`config.mk`:
```
export PLATFORM = sky130hd
export DESIGN_NAME = nibble_serial_alu_flat
export DESIGN_NICKNAME = d
export VERILOG_FILES = /design/src/rtl/nibble_serial_alu_pkg.sv /design/src/rtl/nibble_serial_alu_if.sv /design/src/rtl/nibble_serial_alu_slice.sv /design/src/rtl/nibble_serial_alu.sv /design/src/flat_wrapper.sv
export SDC_FILE = /design/constraint.sdc
export NUM_CORES = 1
export LEC_CHECK = 0
export BUFFER_PORTS_ARGS = -buffer_cell sky130_fd_sc_hd__clkbuf_2
export CAP_MARGIN = 5
export CORE_ASPECT_RATIO = 1.5
export CORE_UTILIZATION = 40
export DETAILED_ROUTE_END_ITERATION = 10
export PLACE_DENSITY = 0.68
export RECOVER_POWER = 25
export SYNTH_ARGS = -nofsm -noshare
export SYNTH_HDL_FRONTEND = slang
export SYNTH_SLANG_ARGS = --single-unit
```
`constraint.sdc`:
```
create_clock -name clk -period 3.1 [get_ports clk]
set_input_delay 0.465 -clock clk [delete_from_list [all_inputs] [get_ports clk]]
set_output_delay 0.465 -clock clk [all_outputs]
set_load 0.01 [all_outputs]
```
`src/rtl/nibble_serial_alu_pkg.sv`:
```
// Shared ALU definitions: 74x381 function codes, sequencer states and op classification.
package alu_pkg;

  localparam int OP_W = 3;

  localparam logic [OP_W-1:0] OP_CLR = 3'b000;
  localparam logic [OP_W-1:0] OP_BSA = 3'b001;
  localparam logic [OP_W-1:0] OP_ASB = 3'b010;
  localparam logic [OP_W-1:0] OP_ADD = 3'b011;
  localparam logic [OP_W-1:0] OP_XOR = 3'b100;
  localparam logic [OP_W-1:0] OP_OR  = 3'b101;
  localparam logic [OP_W-1:0] OP_AND = 3'b110;
  localparam logic [OP_W-1:0] OP_SET = 3'b111;

  typedef enum logic [1:0] {
    IDLE = 2'b00,
    RUN  = 2'b01,
    DONE = 2'b10
  } state_t;

  function automatic logic is_arith(input logic [OP_W-1:0] op);
    return (op == OP_BSA) || (op == OP_ASB) || (op == OP_ADD);
  endfunction

endpackage

```
`src/rtl/nibble_serial_alu_if.sv`:
```
// Request/result bundle between the datapath controller and the serial ALU.
interface nibble_serial_alu_if
  import alu_pkg::*;
#(
  parameter int WIDTH = 16
);
  logic             start;
  logic [OP_W-1:0]  op;
  logic [WIDTH-1:0] a;
  logic [WIDTH-1:0] b;
  logic             cin;
  logic             busy;
  logic             done;
  logic [WIDTH-1:0] f;
  logic             cout;
  logic             ovf;
  logic             zero;

  modport master (output start, op, a, b, cin,
                  input  busy, done, f, cout, ovf, zero);
  modport slave  (input  start, op, a, b, cin,
                  output busy, done, f, cout, ovf, zero);
endinterface

```
`src/rtl/nibble_serial_alu_slice.sv`:
```
// Combinational 74x381-style slice; carry out is only meaningful for arithmetic ops.
module alu_slice
  import alu_pkg::*;
#(
  parameter int W = 4
) (
  input  logic [W-1:0]    i_a,
  input  logic [W-1:0]    i_b,
  input  logic [OP_W-1:0] i_op,
  input  logic            i_c,
  output logic [W-1:0]    o_f,
  output logic            o_cout
);
  logic [W:0] w_sum;
  logic [W:0] w_c_ext;

  assign w_c_ext = {{W{1'b0}}, i_c};

  always_comb begin
    w_sum  = '0;
    o_f    = '0;
    o_cout = 1'b0;
    case (i_op)
      OP_CLR: o_f = '0;
      OP_BSA: w_sum = {1'b0, i_b} + {1'b0, ~i_a} + w_c_ext;
      OP_ASB: w_sum = {1'b0, i_a} + {1'b0, ~i_b} + w_c_ext;
      OP_ADD: w_sum = {1'b0, i_a} + {1'b0, i_b} + w_c_ext;
      OP_XOR: o_f = i_a ^ i_b;
      OP_OR:  o_f = i_a | i_b;
      OP_AND: o_f = i_a & i_b;
      default: o_f = '1;
    endcase
    if (is_arith(i_op)) begin
      o_f    = w_sum[W-1:0];
      o_cout = w_sum[W];
    end
  end
endmodule

```
`src/rtl/nibble_serial_alu.sv`:
```
// WIDTH-bit ALU built from one SLICE_W-bit slice, LSB slice first, carry chained through r_carry.
module nibble_serial_alu
  import alu_pkg::*;
#(
  parameter int WIDTH   = 16,
  parameter int SLICE_W = 4
) (
  input logic                 clk,
  input logic                 rst_n,
  nibble_serial_alu_if.slave  bus
);
  localparam int NSLICE = WIDTH / SLICE_W;
  localparam int IDX_W  = (NSLICE > 1) ? $clog2(NSLICE) : 1;

  state_t           r_state, w_state_next;
  logic [WIDTH-1:0] r_a_sh, r_b_sh, r_acc, r_f;
  logic [OP_W-1:0]  r_op;
  logic [IDX_W-1:0] r_idx;
  logic             r_carry, r_a_msb, r_b_msb, r_cout, r_ovf, r_zero;

  logic               w_accept, w_last, w_slice_cout, w_f_msb, w_ovf;
  logic [SLICE_W-1:0] w_slice_f;
  logic [WIDTH-1:0]   w_acc_next;

  alu_slice #(.W(SLICE_W)) u_slice (
    .i_a    (r_a_sh[SLICE_W-1:0]),
    .i_b    (r_b_sh[SLICE_W-1:0]),
    .i_op   (r_op),
    .i_c    (r_carry),
    .o_f    (w_slice_f),
    .o_cout (w_slice_cout)
  );

  assign w_accept   = bus.start && (r_state != RUN);
  assign w_last     = (r_state == RUN) && (r_idx == IDX_W'(NSLICE - 1));
  // New slice enters at the top so that after NSLICE shifts slice 0 sits at the LSB.
  assign w_acc_next = (WIDTH'(w_slice_f) << (WIDTH - SLICE_W)) | (r_acc >> SLICE_W);
  assign w_f_msb    = w_slice_f[SLICE_W-1];

  always_comb begin
    w_ovf = 1'b0;
    case (r_op)
      OP_ADD: w_ovf = (r_a_msb == r_b_msb) && (w_f_msb != r_a_msb);
      OP_ASB: w_ovf = (r_a_msb != r_b_msb) && (w_f_msb != r_a_msb);
      OP_BSA: w_ovf = (r_a_msb != r_b_msb) && (w_f_msb != r_b_msb);
      default: w_ovf = 1'b0;
    endcase
  end

  always_ff @(posedge clk or negedge rst_n) begin
    if (!rst_n) r_state <= IDLE;
    else        r_state <= w_state_next;
  end

  always_comb begin
    w_state_next = r_state;
    case (r_state)
      IDLE:    if (bus.start) w_state_next = RUN;
      RUN:     if (w_last)    w_state_next = DONE;
      DONE:    w_state_next = bus.start ? RUN : IDLE;
      default: w_state_next = IDLE;
    endcase
  end

  always_ff @(posedge clk or negedge rst_n) begin
    if (!rst_n) begin
      r_a_sh  <= '0;
      r_b_sh  <= '0;
      r_acc   <= '0;
      r_op    <= OP_CLR;
      r_idx   <= '0;
      r_carry <= 1'b0;
      r_a_msb <= 1'b0;
      r_b_msb <= 1'b0;
      r_f     <= '0;
      r_cout  <= 1'b0;
      r_ovf   <= 1'b0;
      r_zero  <= 1'b0;
    end else if (w_accept) begin
      r_a_sh  <= bus.a;
      r_b_sh  <= bus.b;
      r_op    <= bus.op;
      r_idx   <= '0;
      r_carry <= is_arith(bus.op) ? bus.cin : 1'b0;
      r_a_msb <= bus.a[WIDTH-1];
      r_b_msb <= bus.b[WIDTH-1];
    end else if (r_state == RUN) begin
      r_a_sh  <= r_a_sh >> SLICE_W;
      r_b_sh  <= r_b_sh >> SLICE_W;
      r_acc   <= w_acc_next;
      r_carry <= w_slice_cout;
      r_idx   <= w_last ? '0 : r_idx + 1'b1;
      if (w_last) begin
        r_f    <= w_acc_next;
        r_cout <= is_arith(r_op) ? w_slice_cout : 1'b0;
        r_ovf  <= w_ovf;
        r_zero <= (w_acc_next == '0);
      end
    end
  end

  assign bus.busy = (r_state == RUN);
  assign bus.done = (r_state == DONE);
  assign bus.f    = r_f;
  assign bus.cout = r_cout;
  assign bus.ovf  = r_ovf;
  assign bus.zero = r_zero;
endmodule

```
`src/flat_wrapper.sv`:
```
// flat-port wrapper written by rule: the top's interface ports become plain ports
module nibble_serial_alu_flat import alu_pkg::*;
#(
  parameter int WIDTH   = 16,
  parameter int SLICE_W = 4
)
  (clk, rst_n, bus_start, bus_op, bus_a, bus_b, bus_cin, bus_busy, bus_done, bus_f, bus_cout, bus_ovf, bus_zero);
  nibble_serial_alu_if #(.WIDTH(WIDTH)) bus_i ();
  input logic clk;
  input logic rst_n;
  input wire logic [$bits(bus_i.start)-1:0] bus_start;
  input wire logic [$bits(bus_i.op)-1:0] bus_op;
  input wire logic [$bits(bus_i.a)-1:0] bus_a;
  input wire logic [$bits(bus_i.b)-1:0] bus_b;
  input wire logic [$bits(bus_i.cin)-1:0] bus_cin;
  output wire logic [$bits(bus_i.busy)-1:0] bus_busy;
  output wire logic [$bits(bus_i.done)-1:0] bus_done;
  output wire logic [$bits(bus_i.f)-1:0] bus_f;
  output wire logic [$bits(bus_i.cout)-1:0] bus_cout;
  output wire logic [$bits(bus_i.ovf)-1:0] bus_ovf;
  output wire logic [$bits(bus_i.zero)-1:0] bus_zero;
  assign bus_i.start = bus_start;
  assign bus_i.op = bus_op;
  assign bus_i.a = bus_a;
  assign bus_i.b = bus_b;
  assign bus_i.cin = bus_cin;
  assign bus_busy = bus_i.busy;
  assign bus_done = bus_i.done;
  assign bus_f = bus_i.f;
  assign bus_cout = bus_i.cout;
  assign bus_ovf = bus_i.ovf;
  assign bus_zero = bus_i.zero;
  nibble_serial_alu #(.WIDTH(WIDTH), .SLICE_W(SLICE_W)) u_core (.clk(clk), .rst_n(rst_n), .bus(bus_i));
endmodule
```
==> metrics.csv, run 1 <==
stage,metric,value,unit
run_status,outcome,"finished, violations left",
run_status,violations,"capacitance limit, slew limit",
cts,cts_tree,built,
drt,viasPerCell,5.10,
placed_design,io_buffers,59,
yosys,async_flop_share,1.00,
cells_and_area,syn2layout_area_growth,17.8,%
yosys,synthTopCellsByArea,"dfrtp_1, mux2i_1, nand2_1",
critical_path,worst-path-max-fanout,7,
critical_path,required,3.30,ns
sta,fin_hold_ws,0.375,ns
placed_design,place_hpwl,6130,um
yosys,synth_ff_type,dfrtp_1,
die,start_util,0.413,
cts,cts_buffers,9,
yosys,synth_top_area_cell,dfrtp_1,
cells_and_area,final-seq-area,1830,um2
placed_design,placed_cells,530,
global_route,track_usage,0.180,
cts,clock_sinks,73,
sta,tns,0,ns
sta,relSlewSlack,-0.235,
yosys,synth_seq_cells,73,
critical_path,worst_setup_path_end_kind,flop,
cells_and_area,multi_input_area,1840,um2
power,power_frac_seq,0.358,
drt,routed_wl,8000,um
worst_hold_path,hp-class,input port to flop,
global_route,grt_max_degree,70,
power,clkPwrFrac,0.207,
cts,clock_latency,0.34,ns
yosys,synth.avg_cell_area,10.2,um2
flow_run,drv_cap,1,
cts,cts_htree_levels,3,
cells_and_area,nNetsFinal,489,
power,p_leak,2.25,nW
cells_and_area,post-route-util,0.487,
power,p_comb_frac,0.436,
global_route,grt_pass1_wl,13400,um
drt,vias,2782,
sta,clock_skew,0.00491,ns
power,netSwitchingFraction,0.404,
cts,cts_buffer_depth,2,
sta,setup_viol,0,
yosys,ys_seq_area_frac,0.477,
die,dieArea,9970,um2
yosys,synthTopCellsByCount,"dfrtp_1, nand2_1, o21ai_0",
critical_path,worstPathArrival,2.76,ns
sta,hold_violations,0,
die,core_area,9250,um2
yosys,synth.most_common_cell,dfrtp_1,
sta,fin_crit_sh,0.824,
power,p_sw,1.99,mW
global_route,antenna_found_initial,0,
cts,path_clk_slew,0.06,ns
cells_and_area,drive_gt1_frac,0.244,
yosys,syn-cell-area,3830,um2
cts,ctsResizeCount,0,
cells_and_area,diodes,0,
critical_path,crit_type,flop to flop,
critical_path,crit_path_start_kind,flop,
power,p_int,2.94,mW
placed_design,place.gp.congestion,0.901,
global_route,grt_pass1_vias,2818,
drt,drc,0,
die,pin_count,60,
sta,fmax,391,MHz
power,powerDensity,1090,nW/um2
power,vdd_drop_max,505,uV
yosys,synth-edff-count,0,
sta,worstMarginPinSlew,1.85,ns
drt,drtPass1Iterations,4,
yosys,syn_nets,435,
drt,wl_per_cell,14.6,um
drt,antenna_left,0,
die,row_count,43,
yosys,synthCells,375,
power,totalPowerFinal,4.93,mW
cts,cts_setup_buffers,0,
drt,drtIter0Drc,123,
yosys,ys_warn_count,0,
die,die_w,81.9,um
cts,cts_root_buf,clkbuf_16,
global_route,grt-ovfl-total,0,
cts,hold_buffers,0,
yosys,ys_types,47,
die,die_y,122,um
cells_and_area,fin_cells,546,
sta,post-route-min-period,2.55,ns
sta,maxSlewViolCount,37,
cells_and_area,nFillCells,881,
yosys,synth_top_area_frac,0.477,
sta,rsz0062_at_grt,no,
==> layout by cell type, fill, tap and decap left out, drive strengths merged, types with 3 or more instances in the layout <==
cell | synthesis | final
clkinv | 1 | 5
buf | 7 | 4
a22oi | 3 | 3
a21oi | 11 | 11
fa | 6 | 6
ha | 15 | 15
nor4 | 6 | 6
dfrtp | 73 | 73
inv | 17 | 17
clkbuf | 14 | 70
nand2b | 3 | 3
mux2i | 34 | 34
nor2 | 17 | 17
o21ai | 41 | 41
nor3 | 3 | 3
nand2 | 71 | 71
nor2b | 6 | 6
mux2 | 20 | 20
==> layout make-up <==
type	count	area share
repair buffers	64	0.0730
clock inverters	6	0.0153
inverters	18	0.0150
flip-flops and latches	73	0.405
multi-input cells	263	0.409
clock buffers	10	0.0508
well taps	112	0.0311
==> final timing paths <==
| kind | slack [ns] | cells after the start | startpoint | end |
|---|---|---|---|---|
| setup / recovery | 0.55 | 9 | u_core.r_b_sh[1] | u_core.bus.ovf |
| hold / removal | 0.37 | 3 | bus_a[13] | u_core.r_a_sh[13] |
| setup reg to reg | 0.55 | 9 | u_core.r_b_sh[1] | u_core.bus.ovf |
| hold reg to reg | 0.48 | 2 | u_core.r_b_sh[8] | u_core.r_b_sh[4] |
| max in group asynchronous | 0.74 | 2 | rst_n | u_core.bus.f[13] |
| min in group asynchronous | 0.63 | 1 | rst_n | u_core.r_b_sh[10] |
==> worst max-delay path, stage by stage, from the launching register on <==
cell and delay (ns):
dfrtp_1 0.53, inv_1 0.11, ha_1 0.34, nor2_1 0.06, nor4_1 0.22, and4b_1 0.25, nor4_1 0.33, mux2_4 0.35
a22oi_4 0.15, o41ai_2 0.09
==> power groups by stage <==
stage / Clock [mW] / Combinational [mW] / Sequential (mW)
floorplan: 0 / 1.68 / 1.67
global placement: 0 / 2.13 / 1.76
detailed placement: 0 / 2.17 / 1.79
CTS: 1.04 / 2.18 / 1.77
global route: 1.07 / 2.47 / 1.84
finish: 1.02 / 2.15 / 1.76
==> per-layer routing <==
metal | share of wire | global-route usage | wire length, um
met3 | 0.042 | 0.0397 | 337
met5 | 0 | 0 | 0
met2 | 0.52 | 0.301 | 4150
met1 | 0.40 | 0.205 | 3210
met4 | 0.038 | 0.110 | 306
==> sequential cells by signal (all words and copies together), names as in the netlist <==
| name | flops |
|---|---|
| u_core.r_a_sh | 16 |
| u_core.r_op | 3 |
| u_core.bus.zero | 1 |
| u_core.r_idx | 2 |
| u_core.bus.f | 16 |
| u_core.r_carry | 1 |
| u_core.r_b_msb | 1 |
| u_core.r_a_msb | 1 |
| u_core.bus.ovf | 1 |
| u_core.r_state | 2 |
| u_core.r_acc | 12 |
| u_core.bus.cout | 1 |
| u_core.r_b_sh | 16 |
==> per-stage QoR <==
| stage | cell area (um2) | worst slack, ns |
|---|---|---|
| after floorplan | 3830 | 0.758 |
| after global placement | 4220 | 0.634 |
| after detailed placement | 4220 | 0.562 |
| after CTS | 4520 | 0.538 |
| after global routing | 4510 | 0.187 |
| final | 4510 | 0.545 |
==> logic make-up (layout without fill, tap and decap cells) <==
family                   after synthesis  after routing  synth area share
AO/OA/AOI/OAI                         69             69             0.112
XOR/XNOR                               3              3           0.00687
adder cells (fa/ha/maj)               21             21            0.0804
buffers and inverters                 39             98            0.0405
flip-flops                            73             73             0.477
multiplexers                          54             54             0.149
AND/OR/NAND/NOR                      116            116             0.134
Note: power is estimated with default switching activity, not from simulation.
==> inputs of run 2 (changes only) <==
- clock period: 3.1 -> 2.4 ns (I/O delays scaled with it)
==> run 2 against run 1 <==
  * The run still ends with capacitance limit, slew limit left
  * Sequential cell count stayed put
  * Register-to-register slack lost 0.52 ns
  * Fmax grew 7.7%
  * Die area unchanged
  * Clock skew barely moved
  * Count of clock-buffer cells in the layout grew 1
  * Sequential share of layout area decreased by 2.4 points
  * Sequential power grew 23%
  * First-iteration DRC count down 8.9%
  * Via count up 5.9%
  * Largest power group unchanged
==> metrics.csv, run 2 (synthesis results as in run 1) <==
stage,metric,value,unit,change
run_status,outcome,"finished, violations left",,
run_status,violations,"capacitance limit, slew limit",,
cts,cts_htree_levels,3,,unchanged
power,powerDensity,1460,nW/um2,+33%
die,row_count,43,,unchanged
drt,drtIter0Drc,112,,-8.9%
cells_and_area,layout_common_cells,"dfrtp_1, nand2_1, clkbuf_2",,
critical_path,r2r-end,u_core.bus.zero,,
cts,clock_latency,0.34,ns,about the same
critical_path,required,2.66,ns,-0.64 ns
cts,cts_root_buf,clkbuf_16,,
cells_and_area,final_common_cell,dfrtp_1,,
cts,cts_buffer_depth,2,,unchanged
cells_and_area,multi_input_area,1960,um2,+6.5%
die,die_y,122,um,unchanged
sta,maxSlewViolCount,35,,-5.4%
worst_hold_path,hold_end,u_core.r_a_sh[14],,
critical_path,r2r_cells,10,,+1
sta,rsz0062_at_grt,yes,,
power,vdd_drop_max,712,uV,+41%
die,pin_count,60,,unchanged
cells_and_area,diodes,0,,unchanged
power,totalPowerFinal,6.98,mW,+42%
placed_design,place_hpwl,6310,um,+3.0%
sta,hold_violations,0,,unchanged
global_route,track_usage,0.191,,+0.0108
critical_path,r2r_slack,0.03,ns,-0.52 ns
sta,setup_viol,0,,unchanged
drt,viasPerCell,5.21,,+2.3%
sta,fin_hold_ws,0.266,ns,-0.109 ns
global_route,antenna_found_initial,0,,unchanged
die,dieArea,9970,um2,unchanged
critical_path,worst_setup_path_end_kind,flop,,
placed_design,dpl_worst_slack,-0.116,ns,-0.678 ns
placed_design,io_buffers,59,,unchanged
critical_path,worst-path-max-fanout,3,,-4
die,die_w,81.9,um,unchanged
cts,cts_tree,built,,
power,p_leak,2.35,nW,+4.6%
worst_hold_path,hp-class,input port to flop,,
sta,fmax,422,MHz,+7.7%
drt,antenna_left,0,,unchanged
sta,worstMarginPinSlew,1.88,ns,+0.0239 ns
global_route,grt-ovfl-total,0,,unchanged
drt,drc,0,,unchanged
global_route,grt_max_degree,70,,unchanged
flow_run,drv_cap,1,,unchanged
cells_and_area,drive_gt1_frac,0.320,,+0.0758
placed_design,place.gp.congestion,0.856,,-5.0%
critical_path,crit_start,u_core.r_a_sh[0],,
die,start_util,0.413,,unchanged
worst_hold_path,min_from,bus_a[14],,
critical_path,crit_path_start_kind,flop,,
sta,clock_skew,0.00514,ns,+0.000231 ns
cts,clock_sinks,73,,unchanged
cells_and_area,nNetsFinal,508,,+3.9%
sta,fin_crit_sh,0.988,,+0.164
cells_and_area,syn2layout_area_growth,25.0,%,
worst_hold_path,min_delay_path_depth,3,,unchanged
global_route,grt_pass1_vias,3001,,+6.5%
die,core_area,9250,um2,unchanged
drt,drtPass1Iterations,4,,unchanged
sta,relSlewSlack,-0.251,,-0.0160
sta,post-route-min-period,2.37,ns,-0.183 ns
drt,vias,2946,,+5.9%
global_route,grt_pass1_wl,14000,um,+4.9%
drt,routed_wl,8530,um,+6.6%
cts,cts_buffers,9,,unchanged
sta,finalWorstSetupSlack,0.0286,ns,-0.517 ns
cts,path_clk_slew,0.05,ns,about the same
cells_and_area,final-seq-area,1830,um2,unchanged
drt,wl_per_cell,15.1,um,+3.0%
critical_path,crit_type,flop to flop,,
critical_path,timing.rr.start,u_core.r_a_sh[0],,
critical_path,worstPathArrival,2.63,ns,-0.13 ns
cells_and_area,nFillCells,867,,-1.6%
==> run 2: cell types whose count changed in the layout (fill, tap and decap cells not counted), sizes merged <==
cell / delta
clkinv: -1
buf: +19
clkbuf: +1
==> run 2: worst max path at each step <==
stage / endpoint / cells after the start
after floorplan: u_core.bus.ovf / 9
after global placement: u_core.bus.zero / 10
after detailed placement: u_core.bus.zero / 10
after CTS: u_core.bus.ovf / 9
after global routing: u_core.bus.ovf / 9
final: u_core.bus.zero / 10
==> run 2: cell type report <==
class | count | share of cell area
Clock inverter | 5 | 0.0118
Clock buffer | 11 | 0.0487
Inverter | 18 | 0.0141
Multi-Input combinational cell | 263 | 0.411
Sequential cell | 73 | 0.382
Timing Repair Buffer | 83 | 0.104
Tap cell | 112 | 0.0293
==> run 2: timing repair <==
item | 4_1_cts | 5_1_grt
gates resized for setup | 7 | 21
hold buffers | 0 | 0
setup endpoints to repair | 4 | 5
cloned | 0 | 0
setup buffers | 1 | 4
pin swaps | 0 | 4
==> run 2: worst max-delay path, stage by stage (launching register included) <==
cell,delay [ns]
dfrtp_1,0.40
buf_4,0.15
fa_2,0.36
inv_2,0.09
fa_1,0.40
mux2_2,0.28
a21oi_2,0.13
nor2_1,0.06
a21oi_2,0.16
nand4_1,0.13
o21ai_1,0.14
==> run 2: power breakdown <==
part           internal [mW]  total, mW  leakage [nW]  switching, mW
logic                   1.58       3.50          1.28           1.92
registers               1.78       2.17         0.930          0.391
clock network          0.803       1.31         0.139          0.508
==> run 2: per-layer routing <==
layer / part of all wire / vias to the layer above / track usage
met3: 0.044 / 30 / 0.0397
met1: 0.39 / 1405 / 0.207
met5: 0 / - / 0
met2: 0.51 / 83 / 0.314
li1: - / 1428 / -
met4: 0.058 / 0 / 0.154
==> run 2: through the flow <==
step / area, um2 / std cells / setup TNS (ns) / utilization
floorplan: 3830 / 375 / 0 / -
global placement: 4340 / 544 / -0.0529 / 0.469
detailed placement: 4340 / 544 / -0.162 / 0.469
CTS: 4660 / 561 / 0 / 0.504
global route: 4780 / 565 / -0.177 / 0.517
finish: 4780 / 565 / 0 / 0.517
==> inputs of run 3 (changes only) <==
- CTS_CLUSTER_SIZE: unset -> 40
- PLACE_DENSITY: 0.68 -> 0.67
- SYNTH_HIERARCHICAL: unset -> 1
==> run 3 against run 2 <==
  * The flow finishes with violations (capacitance limit, slew limit, setup timing)
  * Final cell count shrank 0.53%
  * Synthesized area grew 3.5%
  * Combinational power shrank 3%
  * Die area grew 3.5%
  * Routed wire length is the same
==> metrics.csv, run 3 <==
stage,metric,value,unit,change
cts,hold_buffers,0,,unchanged
sta,fmax,406,MHz,-3.6%
cells_and_area,final_common_cell,dfrtp_1,,
global_route,track_usage,0.180,,-0.0112
critical_path,crit_slowest_cell,fa_2,,
critical_path,crit_path_start_kind,flop,,
die,dieArea,10300,um2,+3.5%
cts,cts_buffers,9,,unchanged
drt,drtIter0Drc,98,,-13%
drt,wl_per_cell,15.2,um,+0.53%
yosys,syn_nets,429,,-1.4%
die,die_y,124,um,+1.7%
critical_path,critPathTopFamily,adder cells,,
cts,cts_setup_buffers,0,,-1
die,pin_count,60,,unchanged
sta,maxSlewViolCount,74,,+110%
critical_path,crit_type,flop to flop,,
drt,highest_layer,met4,,
yosys,synth_ff_type,dfrtp_1,,
cells_and_area,multi_input_area,1910,um2,-2.9%
yosys,synth_top_area_cell,dfrtp_1,,
critical_path,worst-path-max-fanout,2,,-1
cells_and_area,nNetsFinal,502,,-1.2%
sta,relSlewSlack,-0.180,,+0.0711
cts,clock_sinks,73,,unchanged
yosys,synth_seq_cells,73,,unchanged
flow_run,drv_cap,1,,unchanged
sta,post-route-min-period,2.46,ns,+0.0897 ns
cells_and_area,layout_common_cells,"dfrtp_1, nand2_1, clkbuf_2",,
drt,drtPass1Iterations,4,,unchanged
cells_and_area,syn2layout_area_growth,19.6,%,
cts,cts_root_buf,clkbuf_16,,
placed_design,place_hpwl,6240,um,-1.1%
sta,clock_skew,0.00514,ns,+0.00000549 ns
cts,cts_buffer_depth,2,,unchanged
critical_path,crit_chain,buf_6 > fa_2 > fa_2 > inv_2 > mux2i_1 > o221a_2 > a21oi_2 > nor4_1 > nand4_1 > o21ai_1,,
drt,antenna_left,0,,unchanged
global_route,antenna_found_initial,0,,unchanged
critical_path,crit_path_frequent_cell,fa_2,,
global_route,grt_max_degree,74,,+5.7%
yosys,synthTopCellsByArea,"dfrtp_1, mux2i_1, nand2_1",,
critical_path,worst_setup_path_end_kind,flop,,
global_route,grt_pass1_vias,2985,,-0.53%
cells_and_area,diodes,0,,unchanged
power,vdd_drop_max,740,uV,+4.0%
cells_and_area,drive_gt1_frac,0.320,,about the same
drt,vias,2877,,-2.3%
yosys,ys_seq_area_frac,0.461,,-0.0163
cts,clock_latency,0.33,ns,about the same
critical_path,worstPathArrival,2.71,ns,+0.08 ns
critical_path,required,2.65,ns,about the same
cells_and_area,nFillCells,911,,+5.1%
yosys,ys_warn_count,6,,+6
yosys,synth-edff-count,0,,unchanged
global_route,grt-ovfl-total,0,,unchanged
run_status,outcome,"finished, violations left",,
sta,setup_viol,3,,+3
placed_design,place.gp.congestion,0.823,,-3.9%
drt,met1_length,3430,um,+4.1%
critical_path,critPathBufInv,2,,unchanged
yosys,ys_types,48,,+2.1%
sta,finalWorstSetupSlack,-0.0612,ns,-0.0897 ns
yosys,synthTopCellsByCount,"dfrtp_1, nand2_1, mux2i_1",,
worst_hold_path,hp-class,input port to flop,,
die,start_util,0.411,,-0.00230
cells_and_area,fin_cells,562,,-0.53%
run_status,violations,"capacitance limit, slew limit, setup timing",,
placed_design,place_area,4410,um2,+1.6%
cells_and_area,design_area,4740,um2,-0.92%
power,powerDensity,1460,nW/um2,+0.19%
yosys,async_flop_share,1.00,,unchanged
drt,viasPerCell,5.12,,-1.8%
sta,worstMarginPinSlew,1.77,ns,-0.107 ns
critical_path,slowest_delay,0.54,ns,+0.14 ns
drt,routed_wl,8530,um,unchanged
sta,rsz0062_at_grt,yes,,
yosys,synthCells,369,,-1.6%
drt,dr_wl_met3,277,um,-27%
cts,cts_htree_levels,3,,unchanged
sta,fin_hold_ws,0.271,ns,+0.00524 ns
cts,cts_tree,built,,
cells_and_area,final-seq-area,1830,um2,about the same
drt,wl_met2,4600,um,+5.5%
power,p_leak,2.40,nW,+1.8%
yosys,synth_top_area_frac,0.461,,-0.0163
yosys,synth.most_common_cell,dfrtp_1,,
cts,path_clk_slew,0.06,ns,about the same
die,row_count,44,,+2.3%
placed_design,io_buffers,59,,unchanged
sta,hold_violations,0,,unchanged
yosys,syn-cell-area,3960,um2,+3.5%
drt,drc,0,,unchanged
die,die_w,83.3,um,+1.7%
placed_design,placed_cells,546,,+0.37%
global_route,grt_pass1_wl,14300,um,+2.4%
die,core_area,9630,um2,+4.1%
sta,fin_crit_sh,1.03,,+0.0374
yosys,synth.avg_cell_area,10.7,um2,+5.2%
run 3: cell count changes after synthesis, sizes merged, moves of 4 or more:
cell / before / now
clkbuf: 14 / 0
buf: 7 / 20
nor3b: 0 / 5
a21oi: 11 / 7
o21ai: 41 / 37
run 3: path summary, 6_finish.rpt:
path | startpoint | endpoint | slack [ns] | depth (start not counted)
setup / recovery | u_core/r_a_sh[0] | u_core/bus.zero | -0.06 | 10
hold / removal | bus_a[14] | u_core/r_a_sh[14] | 0.27 | 3
setup reg to reg | u_core/r_a_sh[0] | u_core/bus.zero | -0.06 | 10
hold reg to reg | u_core/r_a_sh[11] | u_core/r_a_sh[7] | 0.49 | 2
max in group asynchronous | rst_n | u_core/r_b_sh[2] | 0.63 | 2
min in group asynchronous | rst_n | u_core/bus.f[10] | 0.56 | 2
run 3: cells by family after synthesis:
| logic type | share of synthesized area |
|---|---|
| simple gates | 0.130 |
| flops | 0.461 |
| fa+ha+maj | 0.0777 |
| mux | 0.150 |
| xor+xnor | 0.0111 |
| compound gates | 0.103 |
| buf+inv | 0.0673 |
run 3: layout make-up:
| class | count | area share |
|---|---|---|
| Sequential cell | 73 | 0.386 |
| Clock inverter | 5 | 0.0116 |
| Multi-Input combinational cell | 256 | 0.403 |
| Clock buffer | 11 | 0.0512 |
| Timing Repair Buffer | 82 | 0.102 |
| Tap cell | 115 | 0.0304 |
| Inverter | 20 | 0.0169 |
run 3: through the flow:
stage          setup slack [ns]  setup TNS, ns  power, mW  utilization
2_1_floorplan           0.00249              0       4.56            -
3_3_place_gp             -0.104         -0.109       5.38        0.458
3_5_place_dp             -0.131         -0.185       5.49        0.458
4_1_cts                 -0.0610        -0.0679       6.93        0.492
5_1_grt                  -0.221         -0.452       7.48        0.492
6_report                -0.0612        -0.0747       6.93        0.492
run 3: layer usage:
layer,GRT usage,vias up
met5,0,-
met4,0.0970,0
met3,0.0298,15
met2,0.335,63
met1,0.195,1396
li1,-,1403
run 3: what timing repair did:
action | in CTS | in global routing
endpoints found under the setup margin | 4 | 4
pin swaps | 4 | 4
gates resized for setup | 12 | 6
run 3: power breakdown:
group	switching, mW	leakage (nW)	internal, mW	total, mW
clock	0.494	0.142	0.829	1.32
sequential	0.457	0.927	1.77	2.22
combinational	1.81	1.33	1.57	3.38
total	2.76	2.40	4.17	6.93
run 3: tightest hold or removal path, cell delays in order:
cell and delay [ns]:
clkbuf_2 0.08, mux2i_1 0.05, nor2_1 0.08
